### config.mk
export PLATFORM = sky130hd
export DESIGN_NAME = irb_frame_sink
export DESIGN_NICKNAME = d
export VERILOG_FILES = /design/src/rtl/irb_frame_sink.sv
export SDC_FILE = /design/constraint.sdc
export NUM_CORES = 1
export LEC_CHECK = 0
export ABC_AREA = 0
export ABC_CLOCK_PERIOD_IN_PS = 4800
export CORE_MARGIN = 8
export CORE_UTILIZATION = 55
export CTS_CLUSTER_DIAMETER = 150
export DETAILED_ROUTE_END_ITERATION = 10
export HOLD_SLACK_MARGIN = 0.1
export PLACE_DENSITY_LB_ADDON = 0.2
export RECOVER_POWER = 100
export SLEW_MARGIN = 25
export SYNTH_ARGS = -nofsm -noshare
export SYNTH_HDL_FRONTEND = slang
export SYNTH_SLANG_ARGS = --single-unit
### constraint.sdc
create_clock -name clk -period 4.8 [get_ports clk]
set_input_delay 0.96 -clock clk [delete_from_list [all_inputs] [get_ports clk]]
set_output_delay 0.96 -clock clk [all_outputs]
set_load 0.02 [all_outputs]
### src/rtl/irb_frame_sink.sv
// irb_frame_sink: captures the 8x8 frame written by the LCD controller on its
// IRB write port. It keeps a running checksum and an address-sequence check,
// and replays the frame in address order on a valid/ready byte stream once
// the controller signals done.
module irb_frame_sink #(
    parameter int DEPTH = 64,
    parameter int AW    = 6,
    parameter int DW    = 8
) (
    input  logic          clk,
    input  logic          reset,
    input  logic          irb_rw,
    input  logic [AW-1:0] irb_a,
    input  logic [DW-1:0] irb_d,
    input  logic          lcd_done,
    output logic          out_valid,
    input  logic          out_ready,
    output logic [DW-1:0] out_data,
    output logic          out_last,
    output logic [15:0]   checksum,
    output logic          seq_err,
    output logic          frame_done
);

    typedef enum logic [1:0] {
        CAPTURE,
        WAIT_DONE,
        STREAM,
        FINISH
    } state_t;

    state_t        state;
    logic [AW-1:0] wr_cnt;
    logic [AW:0]   rd_idx;
    logic [DW-1:0] mem [DEPTH];
    logic          wr_en;
    logic          last_wr;

    // Writes are only accepted while capturing; the controller keeps irb_rw low afterwards.
    assign wr_en   = (state == CAPTURE) && !irb_rw;
    assign last_wr = wr_en && (wr_cnt == AW'(DEPTH - 1));

    // Frame storage; deliberately not cleared by reset.
    always_ff @(posedge clk) begin
        if (wr_en) begin
            mem[irb_a] <= irb_d;
        end
    end

    // Control FSM with registered stream outputs, checksum and sticky flags.
    always_ff @(posedge clk or posedge reset) begin
        if (reset) begin
            state      <= CAPTURE;
            wr_cnt     <= '0;
            rd_idx     <= '0;
            checksum   <= '0;
            seq_err    <= 1'b0;
            out_valid  <= 1'b0;
            out_data   <= '0;
            out_last   <= 1'b0;
            frame_done <= 1'b0;
        end else begin
            case (state)
                CAPTURE: begin
                    if (wr_en) begin
                        checksum <= checksum + 16'(irb_d);
                        wr_cnt   <= wr_cnt + 1'b1;
                        if (irb_a != wr_cnt) begin
                            seq_err <= 1'b1;
                        end
                        if (last_wr) begin
                            state <= WAIT_DONE;
                        end
                    end
                    // done together with the 64th write is left for WAIT_DONE to see next cycle
                    if (lcd_done && !last_wr) begin
                        seq_err    <= 1'b1;
                        frame_done <= 1'b1;
                        state      <= FINISH;
                    end
                end
                WAIT_DONE: begin
                    if (lcd_done) begin
                        out_valid <= 1'b1;
                        out_data  <= mem[0];
                        out_last  <= 1'b0;
                        rd_idx    <= (AW+1)'(1);
                        state     <= STREAM;
                    end
                end
                STREAM: begin
                    if (out_valid && out_ready) begin
                        if (!out_last) begin
                            out_data <= mem[rd_idx[AW-1:0]];
                            out_last <= (rd_idx == (AW+1)'(DEPTH - 1));
                            rd_idx   <= rd_idx + 1'b1;
                        end else begin
                            out_valid  <= 1'b0;
                            out_last   <= 1'b0;
                            frame_done <= 1'b1;
                            state      <= FINISH;
                        end
                    end
                end
                FINISH: begin
                    out_valid <= 1'b0;
                end
                default: begin
                    state <= FINISH;
                end
            endcase
        end
    end

endmodule

==> metrics <==
initial antenna violation count=3; clock network power share=between 40 and 50%; Slew Limit Headroom=-121%; final RePlAce weighted congestion=0.871; htree depth=2; Pins Over Slew Limit=556; flop-to-flop setup slack=roughly 1.2 ns; register area share after synthesis=between 70% and 80%; Fmax=between 0.2 and 0.3 GHz; nets=roughly 1400; main area contributors after synthesis=edfxtp_1 (68%), mux4_2 (9.8%), dfrtp_1 (4.8%); switching power=between 1.5 and 2 mW; largest net degree at the start of global routing=70; remaining global-route overflow=0; critical path peak fanout=between 60 and 70; DR iter-0 viols=around 1200; hold-critical path depth=2; Worst VDD drop=around 420 uV; vias per inst=around 6.3; #FFs+latches synth=approximately 560; Overall Global Routing Usage=22.7%; io pins=between 40 and 50; slowest stage delay, CP=around 2.4 ns; Skew-Pair Late Insertion Delay=~0.60 ns; CTS tree=yes; worst r2r dst=out_data[7]; Clock Path Buffers=3; Power, Total=9.58 mW; Initial Utilization=55.4%; CTS Buf Count=54; Switching Fraction=19.7%; Post-route DRC=0; fraction of layout cells with a size suffix above 1=16.0%; Clock Sinks=555; Gate power share=1.4%; post-synth cell types=59; Worst-path clk slew=approximately 0.06 ns; Syn-to-layout area delta=11.7%; Post-synth EDFFs=a little over 500; cts repair resizes=0; Mapped Cells=around 1300; net count after synthesis=~1300; Post-synth top cells=edfxtp_1 (512), mux4_2 (98), nor2_1 (96); yosys warns=0; Seq pwr share=between 50% and 60%; failing checks=max-capacitance violations, max-slew violations; kind of critical path=in2reg; Die Width=around 220 um; reg2reg start=state[0]; CP Launch Type=input pin; fin crit share=approximately 80%; area of the mapped netlist=roughly 22000 um2; PortBufs=46; Bufs and invs on worst path=2; DRT Wirelength=roughly 53 mm; unrepaired setup endpoints after global routing=no; area leader, netlist=edfxtp_1; Crit. End Element=register; Final Hold Viols=0; Avg WL per Cell=28.1 um; slowest CP cell=clkbuf_1; worst min-delay path class=reg2reg; FF-to-FF path depth=8; CTS root buffer=clkbuf_16; maxcap violations=9; Main synth FF type=edfxtp_1; die area=between 40000 and 50000 um2; vias in the first global route=11900; post-route minimum period=3.93 ns; Leak=just over 8 nW; die height=~220 um; Core Box Area=slightly above 40000 um2; pwr dens=around 380 nW/um2; Hold Startpoint=rd_idx[6]; critical path's top delay family=buffers and inverters; DRT antenna net count=0; Post-CTS Setup Bufs=0; Clock Skew=0.0160 ns; actual slew at the worst max-slew pin=between 3 and 4 ns; P_int=about 7.7 mW; worst path required time=between 4 and 5 ns; area share of the largest cell type after synthesis=68.4%; Most common cell on crit path=clkbuf_1; crit path cell chain=clkbuf_1, clkbuf_1; Hold EP=rd_idx[6]; TNS Setup=0 ns; Rows=between 70 and 80; outcome=finished with violations; most frequent cell after synthesis=edfxtp_1; CTS Hold Buffers Added=0; setup violators final=0; Via Count=around 12000; WP data arrival=~3.8 ns; post-detail-place hpwl=around 33 mm; Post-synth ARST share=around 7.7%; global-route wire length before repair=slightly below 80 mm; drt pass-1 iters=5; syn avg cell area=18.0 um2
==> final cells by class <==
type | count | area (um2)
Tap cell | 532 | 666
Antenna cell | 2 | 5.00
Timing Repair Buffer | 74 | 606
Inverter | 10 | 38.8
Clock inverter | 26 | 213
Clock buffer | 75 | 1520
Multi-Input combinational cell | 619 | 5610
Fill cell | 2906 | 15400
Sequential cell | 555 | 16500
==> cell usage in the layout, fill, tap and decap left out, types with 7 or more instances in the layout <==
master | netlist | routed
nor2_1 | 96 | 96
dfrtp_1 | 43 | 40
nor3_1 | 7 | 8
clkinv_2 | 0 | 9
xor2_1 | 18 | 18
mux2i_1 | 46 | 46
o21ai_0 | 30 | 30
ha_1 | 16 | 16
buf_4 | 14 | 9
o221ai_1 | 8 | 8
a22oi_1 | 8 | 8
nor2b_1 | 7 | 7
a21oi_1 | 30 | 30
clkbuf_1 | 29 | 39
a22o_1 | 7 | 7
a2111oi_0 | 10 | 10
edfxtp_1 | 512 | 512
clkbuf_16 | 0 | 57
o32ai_1 | 10 | 10
clkdlybuf4s50_1 | 0 | 7
mux2_2 | 20 | 20
inv_1 | 8 | 7
nand3b_1 | 14 | 14
mux4_2 | 98 | 98
dlygate4sd3_1 | 0 | 31
xnor2_1 | 10 | 10
o22ai_1 | 11 | 11
nand2_1 | 79 | 79
clkinv_1 | 2 | 12
nand3_1 | 15 | 15
==> per-layer routing <==
metal	track usage [%]	vias to the layer above	wire length (um)
met5	0	-	13
met4	7.37	2	1550
met3	4.33	89	4220
met2	34.6	498	24800
met1	33.0	6193	22700
li1	-	5128	-
==> power groups by stage <==
stage,logic [mW],clock network (mW),registers (mW)
final,0.133,4.15,5.29
after global routing,0.144,4.39,5.29
after CTS,0.140,4.19,5.28
after detailed placement,0.140,0,5.38
after global placement,0.135,0,5.38
after floorplan,0.0288,0,5.38
==> cell families (layout without fill, tap and decap cells) <==
| kind of cell | after synthesis | count (layout) | synth area share [%] |
|---|---|---|---|
| flip-flops | 555 | 555 | 73.2 |
| AND/OR/NAND/NOR | 252 | 252 | 5.12 |
| multiplexers | 164 | 164 | 12.9 |
| AO/OA/AOI/OAI | 158 | 158 | 4.87 |
| buffers and inverters | 77 | 185 | 1.89 |
| XOR/XNOR | 28 | 28 | 1.09 |
| adder cells (fa/ha/maj) | 17 | 17 | 0.980 |
| other | 0 | 2 | 0 |
==> metrics by stage <==
step                      hold slack, ns  area (um2)  worst slack, ns  std cells  util, %
after floorplan                    0.430       22500             1.77       1251        -
after global placement             0.442       23400             1.15       1789     57.8
after detailed placement           0.463       23400             1.08       1789     57.8
after CTS                          0.477       25200             1.39       1890     62.1
after global routing               0.498       25100            0.743       1891     61.9
final                              0.478       25100            0.872       1893     61.9
==> worst reg2reg max path: stages, from the launching register on <==
cell and delay, ns:
dfrtp_1 0.42, inv_1 0.16, ha_1 0.67, nor2_1 0.15, a211oi_1 0.20, clkbuf_1 0.74, nor2b_1 0.67, o21ai_0 0.22
o32ai_1 0.31
==> state kept, by name, summed over array words and instances, names as in the netlist, 2 cells and up <==
name and flops:
checksum 16, mem 512, out_data 8, rd_idx 7, state 2, wr_cnt 6
==> worst max-delay path by stage <==
stage / from / to / cells past startpoint
floorplan: irb_rw / mem[24][0] / 4
global placement: irb_a[2] / mem[20][3] / 4
detailed placement: irb_a[2] / mem[20][3] / 4
CTS: rd_idx[0] / out_data[4] / 7
global route: irb_d[7] / mem[54][7] / 2
finish: irb_d[7] / mem[51][7] / 2
No activity file was read; power rests on OpenSTA's default activity.
